File: config.mk
export PLATFORM = sky130hd
export DESIGN_NAME = digits_to_bin
export DESIGN_NICKNAME = d
export VERILOG_FILES = /design/src/rtl/digits_to_bin.sv
export SDC_FILE = /design/constraint.sdc
export NUM_CORES = 1
export LEC_CHECK = 0
export ABC_CLOCK_PERIOD_IN_PS = 6200
export BUFFER_PORTS_ARGS = -buffer_cell sky130_fd_sc_hd__buf_2
export CORE_ASPECT_RATIO = 0.9
export CORE_MARGIN = 2
export CORE_UTILIZATION = 40
export DETAILED_ROUTE_END_ITERATION = 6
export PLACE_DENSITY_LB_ADDON = 0.12
export REMOVE_ABC_BUFFERS = 1
export SLEW_MARGIN = 25
export SYNTH_ARGS = -nofsm -noshare
export SYNTH_HDL_FRONTEND = slang
export SYNTH_SLANG_ARGS = --single-unit
File: constraint.sdc
create_clock -name clk -period 6.2 [get_ports clk]
set_input_delay 0.62 -clock clk [delete_from_list [all_inputs] [get_ports clk]]
set_output_delay 0.62 -clock clk [all_outputs]
set_load 0.01 [all_outputs]
File: src/rtl/digits_to_bin.sv
// Sequential radix-to-binary recombiner: rebuilds a binary value from DIGITS
// base-BASE digits (most significant first) by Horner evaluation, one digit per clock.
module digits_to_bin #(
  parameter int BASE   = 10,
  parameter int DIGITS = 3,
  parameter int W_DIG  = 4,
  parameter int W_OUT  = 9
) (
  input  logic                    clk,
  input  logic                    reset,
  input  logic                    start,
  input  logic [DIGITS*W_DIG-1:0] digits,
  output logic                    busy,
  output logic                    done,
  output logic [W_OUT-1:0]        value,
  output logic                    err_digit,
  output logic                    overflow
);

  // Wide enough that acc*BASE + digit never loses a bit.
  localparam int WX   = W_OUT + W_DIG + 1;
  localparam int IDXW = (DIGITS > 1) ? $clog2(DIGITS) : 1;
  localparam logic [IDXW-1:0]  IDX_TOP  = IDXW'(DIGITS - 1);
  localparam logic [IDXW-1:0]  IDX_ZERO = IDXW'(0);
  localparam logic [IDXW-1:0]  IDX_ONE  = IDXW'(1);
  localparam logic [WX-1:0]    BASE_X   = WX'(BASE);
  localparam logic [W_DIG:0]   BASE_D   = (W_DIG + 1)'(BASE);

  typedef enum logic [1:0] {
    S_IDLE = 2'd0,
    S_CONV = 2'd1,
    S_DONE = 2'd2
  } state_t;

  state_t                    r_state;
  logic [DIGITS*W_DIG-1:0]   r_shadow;
  logic [W_OUT-1:0]          r_acc;
  logic [IDXW-1:0]           r_idx;
  logic                      r_err;
  logic                      r_ovf;

  state_t                    w_state_nxt;
  logic [DIGITS*W_DIG-1:0]   w_shadow_nxt;
  logic [W_OUT-1:0]          w_acc_nxt;
  logic [IDXW-1:0]           w_idx_nxt;
  logic                      w_err_nxt;
  logic                      w_ovf_nxt;
  logic                      w_done_nxt;
  logic [W_OUT-1:0]          w_value_nxt;
  logic                      w_err_digit_nxt;
  logic                      w_overflow_nxt;
  logic                      w_busy_nxt;

  logic [W_DIG-1:0]          w_dig;
  logic                      w_bad;
  logic [WX-1:0]             w_sum;
  logic                      w_wrap;
  logic                      w_err_acc;
  logic                      w_ovf_acc;

  // One Horner step on the currently selected digit.
  always_comb begin
    w_dig     = r_shadow[r_idx*W_DIG +: W_DIG];
    w_bad     = ({1'b0, w_dig} >= BASE_D);
    w_sum     = (WX'(r_acc) * BASE_X) + WX'(w_dig);
    w_wrap    = |w_sum[WX-1:W_OUT];
    w_err_acc = r_err | w_bad;
    w_ovf_acc = r_ovf | w_wrap;
  end

  // Next-state and next-output decode.
  always_comb begin
    w_state_nxt     = r_state;
    w_shadow_nxt    = r_shadow;
    w_acc_nxt       = r_acc;
    w_idx_nxt       = r_idx;
    w_err_nxt       = r_err;
    w_ovf_nxt       = r_ovf;
    w_done_nxt      = 1'b0;
    w_value_nxt     = value;
    w_err_digit_nxt = err_digit;
    w_overflow_nxt  = overflow;
    case (r_state)
      S_IDLE: begin
        if (start) begin
          w_state_nxt     = S_CONV;
          w_shadow_nxt    = digits;
          w_acc_nxt       = {W_OUT{1'b0}};
          w_idx_nxt       = IDX_TOP;
          w_err_nxt       = 1'b0;
          w_ovf_nxt       = 1'b0;
          w_err_digit_nxt = 1'b0;
          w_overflow_nxt  = 1'b0;
        end else begin
          w_state_nxt = S_IDLE;
        end
      end
      S_CONV: begin
        // Accumulator keeps running modulo 2^W_OUT once it has wrapped.
        w_acc_nxt = w_sum[W_OUT-1:0];
        w_err_nxt = w_err_acc;
        w_ovf_nxt = w_ovf_acc;
        if (r_idx == IDX_ZERO) begin
          w_value_nxt     = w_err_acc ? {W_OUT{1'b0}} : w_sum[W_OUT-1:0];
          w_err_digit_nxt = w_err_acc;
          w_overflow_nxt  = w_ovf_acc;
          w_done_nxt      = 1'b1;
          w_state_nxt     = S_DONE;
        end else begin
          w_idx_nxt   = r_idx - IDX_ONE;
          w_state_nxt = S_CONV;
        end
      end
      S_DONE: begin
        w_state_nxt = S_IDLE;
      end
      default: begin
        w_state_nxt = S_IDLE;
      end
    endcase
    w_busy_nxt = (w_state_nxt != S_IDLE);
  end

  // State, datapath and registered outputs.
  always_ff @(posedge clk) begin
    if (reset) begin
      r_state   <= S_IDLE;
      r_shadow  <= {(DIGITS*W_DIG){1'b0}};
      r_acc     <= {W_OUT{1'b0}};
      r_idx     <= IDX_ZERO;
      r_err     <= 1'b0;
      r_ovf     <= 1'b0;
      busy      <= 1'b0;
      done      <= 1'b0;
      value     <= {W_OUT{1'b0}};
      err_digit <= 1'b0;
      overflow  <= 1'b0;
    end else begin
      r_state   <= w_state_nxt;
      r_shadow  <= w_shadow_nxt;
      r_acc     <= w_acc_nxt;
      r_idx     <= w_idx_nxt;
      r_err     <= w_err_nxt;
      r_ovf     <= w_ovf_nxt;
      busy      <= w_busy_nxt;
      done      <= w_done_nxt;
      value     <= w_value_nxt;
      err_digit <= w_err_digit_nxt;
      overflow  <= w_overflow_nxt;
    end
  end

endmodule

# --- Word-level counts from Yosys, hierarchy flattened ---
# Cells that the tools add are included.
op_classes:
  order_cmp: 1
  add_sub_neg: 2
  bitwise: 3
  n_mux: 17
  n_shift: 1
  n_eq_ne: 4
  reduce_logical: 11
  n_mul: 1
op_table:
  columns: ["operator", "n"]
  rows:
  - ["9-bit two-way mux", 2]
  - ["9-bit case mux with 2 select lines", 1]
  - ["13-bit by 4-bit adder with 14-bit output", 1]
  - ["9-bit by 3-bit multiplier with 12-bit output, second input constant", 1]
  - ["12-bit by 5-bit indexed part select with 4-bit output", 1]
  - ["1-bit case mux with 2 select lines", 4]
  - ["2-bit case mux with 2 select lines", 2]
  - ["2-bit two-way mux", 3]
  - ["2-bit inequality test, second input constant", 3]
  - ["2-bit AND reduction", 3]
  - ["3-bit AND reduction", 2]
  - ["1-bit two-way mux", 5]
  - ["5-bit OR reduction", 1]
  - ["4-bit greater-or-equal comparator, second input constant", 1]
  - ["2-bit logical NOT", 2]
  - ["2-bit nonzero test", 2]
  - ["2-bit by 1-bit == test with 1-bit output, second input constant", 1]
  - ["1-bit bitwise OR", 2]
  - ["2-bit OR reduction", 1]
  - ["2-bit by 1-bit subtractor with 2-bit output, second input constant", 1]
  - ["1-bit NOT", 1]
word_totals:
  wordCells: 51
  ff_bits: 40
  output_inout_bits: 13

# --- Longest topological paths before layout ---
# Gate-level depths: netlist of run 1.
logic_depth:
  ltp_word: 6
  mapped_depth: 11
  depth_no_buf: 10

# --- Worst setup path before layout of run 1 ---
# OpenSTA, ideal clock, no wires.
synth_timing:
  path_type: "register to register"
  startpoint: "reg r_acc[1]"
  endpoint: "reg r_ovf"
  path_stages_with_launch: 10
  synth_period_minus_slack_ns: 2.589
  setup_ns: 0.073
  required_time_ns: 6.127
  t_arrival_ns: 2.515
  path_slack_ns: 3.611
  cell_sequence: "dfxtp_1 -> ha_1 -> ha_1 -> inv_1 -> fa_1 -> nand2b_1 -> nor3_1 -> a31oi_1 -> or4b_1 -> o211ai_2"
synth_between:
  elab_chain_len: 5
synth_rtl:
  columns: ["item", "line", "source"]
  rows:
  - ["start: declaration", "37", "logic [W_OUT-1:0] r_acc;"]
  - ["start signal: assignment", "129", "r_acc <= {W_OUT{1'b0}};"]
  - ["start signal: assignment", "141", "r_acc <= w_acc_nxt;"]
  - ["9-bit by 3-bit multiplier with 12-bit output", "65", "w_sum = (WX'(r_acc) * BASE_X) + WX'(w_dig);"]
  - ["13-bit by 4-bit adder with 14-bit output", "65", null]
  - ["5-bit OR reduction", "66", "w_wrap = |w_sum[WX-1:W_OUT];"]
  - ["1-bit bitwise OR", "68", "w_ovf_acc = r_ovf | w_wrap;"]
  - ["1-bit case mux with 2 select lines", "83", "case (r_state)"]
  - ["end signal: assignment", "144", "r_ovf <= w_ovf_nxt;"]
  - ["end: declaration", "40", "logic r_ovf;"]
# Every way passes these cells.
# A chain may end at the register's enable or synchronous reset.

# --- Worst setup path in the final report of run 1 ---
# Same ends and word-level chain as after synthesis.

==> flow_metrics.py, run 1 <==
metrics = {
    "power": {
        "share_comb_of_total_power_pct": 11.5,
        "leakage_uw": 0.00106,
        "pwr-share-clk_pct": 38.6,
        "swShare_pct": 26.0,
        "peakVddDrop_uv": 175,
        "p_seq_share_pct": 49.9,
        "powerDensity_mw_per_mm2": 231,
        "switchingPower_uw": 143,
        "power.internal_uw": 409,
    },
    "final_layout": {
        "layout-drive-gt1-share_pct": 13.8,
        "multi_input_area_sq_mm": 0.00124,
        "finalNonFillerCells": 342,
        "diodes": 0,
        "nets": 309,
        "finish.utilization_pct": 46.1,
        "nFillCells": 527,
        "syn_to_final_growth_pct": 12.5,
        "seq_area_sq_um": 801,
    },
    "setup_path": {
        "critPathCapture": "r_ovf$_SDFFE_PP0P_",
        "rrSetupSlack_ps": 3410,
        "worstPathArrival_ps": 3010,
        "cp.required_ps": 6420,
        "crit_type": "register to register",
        "cpMaxStageDelayCell": "or4b_1",
        "reg2reg_from": "r_acc[1]$_SDFFE_PP0P_",
        "r2r_end": "r_ovf$_SDFFE_PP0P_",
        "max_stage_delay_ps": 530,
        "r2r_cells": 9,
        "startpoint_type": "register",
        "worstPathCellList": "ha_1, ha_1, inv_1, fa_1, nand2b_1, nor3_1, a31oi_1, or4b_1, o211ai_2",
        "crit_start": "r_acc[1]$_SDFFE_PP0P_",
        "cpMostUsedCell": "ha_1",
        "endpoint_kind": "register",
        "crit_fanout": 4,
    },
    "placement": {
        "post-place-ws_ps": 3420,
        "portBuffers": 27,
        "placed_cells": 334,
        "place_congestion": 0.794,
        "hpwl_microns": 3450,
    },
    "sta": {
        "maxSlewHeadroom_pct": 37.1,
        "period_share_pct": 44.9,
        "slew_violations": 0,
        "rsz0062_at_grt": "no",
        "timing.final.crit_period_ps": 2790,
        "hold_violations": 0,
        "setup_viol": 0,
        "clock.fmax_ghz": 0.359,
        "final.setup.tns_ps": 0,
        "fin_ws_ps": 3410,
        "tightest_slew_ps": 941,
        "finClkSkew_ps": 7.38,
    },
    "global_route": {
        "overflow": 0,
        "grt_pass1_wl_microns": 7790,
        "grt_pass1_vias": 1554,
        "grt_max_degree": 43,
        "antenna_found_initial": 0,
        "grt_usage_pct": 17.5,
    },
    "synthesis": {
        "synthFlopType": "dfxtp_1",
        "ys_warn_count": 0,
        "syn_area_sq_mm": 0.00213,
        "async_flop_share_pct": 0,
        "synthMuxAreaShare_pct": 1.88,
        "synth-simple-area-share_pct": 19.8,
        "synth_top_family_by_area": "compound AO/OA/AOI/OAI gates",
        "synthCells": 254,
        "ys_ff_latch": 40,
        "ys_seq_area_share_pct": 37.6,
        "synth_edf_count": 0,
        "synth_xor_area_share_pct": 4.12,
        "synth_area_per_cell_sq_um": 8.38,
        "synth_compound_gate_area_share_pct": 20.2,
        "ys_types": 42,
        "synth_fa_ha_area_share_pct": 12.5,
    },
    "detailed_routing": {
        "dr.pass1.iters": 4,
        "drc": 0,
        "wl_per_cell_microns": 14.2,
        "totalWireLength_microns": 4870,
        "dr_total_vias": 1785,
        "via_per_inst": 5.22,
        "postRouteAntennaNets": 0,
        "drtIter0Drc": 78,
    },
    "hold_path": {
        "hp-start": "value[5]$_SDFFE_PP0P_",
        "worstHoldPathType": "register to register",
    },
    "clock_network": {
        "clock_latency_ps": 300,
        "numClockSinks": 40,
        "postCtsSetupBuffers": 0,
        "cts_buffer_depth": 2,
        "holdBufCountCts": 0,
        "cts_resized": 0,
        "ctsRootBufferMaster": "clkbuf_8",
        "cts_buffers": 5,
        "h-tree-depth": 2,
        "cts_tree": "built",
        "clkTransAtPathRegs_ps": 70,
    },
    "die": {
        "initial_utilization_pct": 41.0,
        "die_h_microns": 73.2,
        "core_region_area_sq_mm": 0.00519,
        "top_level_ports": 28,
        "die_w_microns": 80.9,
        "row_count": 25,
        "dieArea_sq_mm": 0.00592,
    },
    "run": {
        "cap_viol_max_count": 0,
    },
    "run_status": {
        "outcome": "completed",
    },
}
-- critical path, delay by kind of cell (launching register included) --
family          cells  cell delay (ps)
flops               1              420
simple gates        3             1070
buf+inv             1               70
compound gates      2              230
fa+ha+maj           3              920
-- cells in the mapped netlist, types with 2 or more instances --
| cell type | n | area, sq um |
|---|---|---|
| a211oi_1 | 2 | 15.0 |
| dfxtp_1 | 40 | 801 |
| o22ai_1 | 5 | 31.3 |
| o2111ai_1 | 2 | 17.5 |
| nor3_1 | 2 | 10.0 |
| nand2b_1 | 3 | 18.8 |
| nor4b_1 | 2 | 17.5 |
| o21a_1 | 2 | 15.0 |
| xnor2_1 | 5 | 43.8 |
| clkbuf_1 | 12 | 45.0 |
| nor2_1 | 24 | 90.1 |
| ha_1 | 18 | 225 |
| and2_1 | 2 | 12.5 |
| a21oi_1 | 29 | 145 |
| mux2i_1 | 4 | 40.0 |
| a22oi_1 | 10 | 75.1 |
| nor2b_1 | 2 | 12.5 |
| nand3_1 | 10 | 50.1 |
| o21ai_0 | 2 | 10.0 |
| o21bai_1 | 2 | 15.0 |
| xor2_1 | 5 | 43.8 |
| inv_1 | 6 | 22.5 |
| nand2_1 | 41 | 154 |
| fa_1 | 2 | 40.0 |
| a21o_1 | 4 | 30.0 |
| o31ai_1 | 2 | 15.0 |
-- worst min path at each step --
| stage | end | slack, ps | cells past startpoint |
|---|---|---|---|
| finish | value[5]$_SDFFE_PP0P_ | 450 | 2 |
| global route | value[5]$_SDFFE_PP0P_ | 470 | 2 |
| CTS | value[5]$_SDFFE_PP0P_ | 460 | 2 |
| detailed placement | value[3]$_SDFFE_PP0P_ | 440 | 2 |
| global placement | value[6]$_SDFFE_PP0P_ | 440 | 2 |
| floorplan | r_shadow[0]$_SDFFE_PP0P_ | 430 | 2 |
-- per-layer routing --
metal	part of all wire (%)	vias up	GRT usage [%]	wire [microns]
met2	42	36	24.7	2060
li1	-	936	-	-
met4	1.5	0	6.21	74
met3	3.6	6	4.08	175
met1	53	807	26.0	2560
met5	0	-	0	0
-- kinds of logic (layout without fill, tap and decap cells) --
kind of cell / after synthesis / in the layout
xor+xnor: 10 / 10
buf+inv: 20 / 41
simple gates: 94 / 94
compound gates: 66 / 66
mux: 4 / 4
flops: 40 / 40
fa+ha+maj: 20 / 20
-- stage by stage --
stage	total power, uW	hold WS [ps]	area (sq um)
finish	552	448	2390
global route	577	471	2390
CTS	558	457	2390
detailed placement	344	441	2290
global placement	344	435	2290
floorplan	319	430	2070
-- placed cells by master (no fill, tap or decap), drive strengths merged, types with 2 or more instances in the layout --
cell type,netlist,layout
a221oi,2,2
o21ai,2,2
o22ai,5,5
dfxtp,40,40
a21oi,29,29
and2,2,2
nor3,2,2
or2,2,2
ha,18,18
xor2,5,5
nand2b,3,3
nand2,41,41
a211oi,2,2
nor2,25,25
nand3,10,10
clkbuf,12,6
a21o,4,4
o21bai,2,2
xnor2,5,5
o31ai,2,2
inv,6,6
nor4b,2,2
fa,2,2
mux2i,4,4
o21a,2,2
o2111ai,2,2
nor2b,2,2
buf,2,27
a22oi,10,10
-- sequential cells by signal, summed over array words and instances, names as in the netlist, 2 cells and up --
register,cells
r_acc,9
r_idx,2
r_shadow,12
r_state,2
value,9
-- power by group through the flow --
stage	logic, uW	registers (uW)	clock network (uW)
2_1_floorplan	39.0	280	0
3_3_place_gp	63.1	281	0
3_5_place_dp	63.2	281	0
4_1_cts	63.6	275	219
5_1_grt	71.4	277	229
6_report	63.4	275	213
-- final cells by class --
type / instances / share of cell area (%)
clock buffers: 6 / 3.03
clock inverters: 2 / 1.46
inverters: 6 / 0.941
multi-input cells: 194 / 52.0
flip-flops and latches: 40 / 33.5
well taps: 67 / 3.50
repair buffers: 27 / 5.65
Power figures use the tool's default switching activity.
==> run 2: changes to the inputs <==
ABC_CLOCK_PERIOD_IN_PS = 2400   (was 6200)
clock period = 2.4 ns   (was 6.2 ns; I/O delays follow)
==> flow_metrics.py, run 2 (synthesis gave the netlist of run 1 again) <==
metrics = {
    "sta": {
        "hold_violations": 0,
        "finClkSkew_ps": 7.04,
        "maxSlewHeadroom_pct": 69.3,
        "period_share_pct": 100,
        "timing.final.crit_period_ps": 2410,
        "rsz0062_at_grt": "yes",
        "tightest_slew_ps": 459,
        "final.setup.tns_ps": -8.30,
        "clock.fmax_ghz": 0.415,
        "setup_viol": 1,
        "fin_ws_ps": -8.30,
        "slew_violations": 0,
    },
    "setup_path": {
        "crit_family": "simple AND/OR/NAND/NOR gates",
        "crit_start": "r_acc[2]$_SDFFE_PP0P_",
        "reg2reg_from": "r_acc[2]$_SDFFE_PP0P_",
        "worstPathArrival_ps": 2630,
        "max_stage_delay_ps": 460,
        "path_buf_inv": 2,
        "cp.depth": 11,
        "startpoint_type": "register",
        "r2r_cells": 11,
        "worstPathCellList": "ha_2, ha_4, inv_2, fa_2, and2b_2, o22ai_4, xnor2_2, buf_4, nand4_1, or4b_4, o211ai_2",
        "cpMaxStageDelayCell": "or4b_4",
        "endpoint_kind": "register",
        "crit_fanout": 3,
        "crit_type": "register to register",
        "cp.required_ps": 2620,
    },
    "die": {
        "top_level_ports": 28,
        "initial_utilization_pct": 41.0,
        "die_w_microns": 80.9,
        "row_count": 25,
        "die_h_microns": 73.2,
        "core_region_area_sq_mm": 0.00519,
        "dieArea_sq_mm": 0.00592,
    },
    "final_layout": {
        "final_common_cell": "nand2_1",
        "final_cell_mix": "nand2_1, dfxtp_1, buf_4",
        "syn_to_final_growth_pct": 34.0,
        "layout-drive-gt1-share_pct": 33.4,
        "diodes": 0,
        "nets": 342,
        "largest_reg_flops": 12,
        "reg_top3": "r_shadow (12), r_acc (9), value (9)",
        "top_register": "r_shadow",
    },
    "hold_path": {
        "worstHoldPathType": "input pin to register",
        "whs_path_depth": 3,
        "hp-start": "digits[3]",
    },
    "clock_network": {
        "h-tree-depth": 2,
        "ctsRootBufferMaster": "clkbuf_8",
        "cts_buffers": 5,
        "postCtsSetupBuffers": 0,
        "clkTransAtPathRegs_ps": 80,
        "holdBufCountCts": 0,
        "numClockSinks": 40,
        "cts_tree": "built",
        "cts_buffer_depth": 2,
        "clock_latency_ps": 290,
    },
    "detailed_routing": {
        "via_per_inst": 5.15,
        "postRouteAntennaNets": 0,
        "dr.pass1.iters": 4,
        "drtIter0Drc": 95,
        "wl_per_cell_microns": 14.1,
        "totalWireLength_microns": 5280,
        "drc": 0,
        "dr_total_vias": 1933,
    },
    "power": {
        "powerDensity_mw_per_mm2": 535,
        "leakage_uw": 0.00125,
        "peakVddDrop_uv": 498,
        "finalPower_uw": 1530,
    },
    "global_route": {
        "overflow": 0,
        "use_met3_pct": 3.71,
        "grt_max_degree": 23,
        "met2_usage_pct": 28.1,
        "grt_usage_pct": 19.0,
        "grt_pass1_wl_microns": 8680,
        "grt_busiest_layer": "met1",
        "grtUsageMet1_pct": 28.9,
        "grt_pass1_vias": 1733,
        "antenna_found_initial": 0,
    },
    "placement": {
        "place_congestion": 0.746,
        "portBuffers": 27,
        "hpwl_microns": 3760,
    },
    "run": {
        "cap_viol_max_count": 0,
    },
    "run_status": {
        "violations": "setup timing",
        "outcome": "complete, but fails checks",
    },
}
[run 2: changes by cell type in the layout (fill, tap and decap cells not counted), sizes merged]
| cell | change |
|---|---|
| buf | +33 |
| clkbuf | +1 |
| clkinv | -1 |
[run 2: metal layers]
layer | wire (microns) | vias up
li1 | - | 1006
met1 | 2800 | 896
met2 | 2280 | 27
met3 | 163 | 4
met4 | 43 | 0
met5 | 0 | -
[run 2: stage by stage]
step	util [%]	setup WS (ps)	instances	cell area, sq um	hold WS, ps
3_5_place_dp	48.8	-192	367	2530	443
6_report	54.9	-8.30	375	2850	183
4_1_cts	53.4	-7.21	375	2770	176
2_1_floorplan	-	-188	240	2070	309
5_1_grt	54.9	-91.9	375	2850	183
3_3_place_gp	48.8	-150	367	2530	438
[run 2: layout make-up]
type | count | area [sq um]
inverter | 6 | 22.5
timing repair buffer | 60 | 383
clock inverter | 1 | 30.0
tap | 67 | 83.8
sequential | 40 | 811
fill | 504 | 2340
clock buffer | 7 | 96.3
multi-input combinational | 194 | 1430
[run 2: report_power, final]
group / switching (uW) / internal, uW
logic: 126 / 90.3
clock network: 237 / 367
registers: 17.1 / 689
total: 380 / 1150
[run 2: tightest hold or removal path, cell delays in order]
cell,delay [ps]
buf_2,90
nand2_1,40
a21oi_1,50
[run 2: worst paths after layout]
check	slack, ps	endpoint
worst max-delay path	-8	r_ovf$_SDFFE_PP0P_
worst min register to register	460	value[4]$_SDFFE_PP0P_
worst min-delay path	180	r_shadow[3]$_SDFFE_PP0P_
worst max register to register	-8	r_ovf$_SDFFE_PP0P_
[run 2: what timing repair did]
item / in CTS / in global routing
resized for setup: 22 / 16
hold endpoints to repair: 0 / 0
pin swaps: 10 / 8
endpoints found under the setup margin: 6 / 8
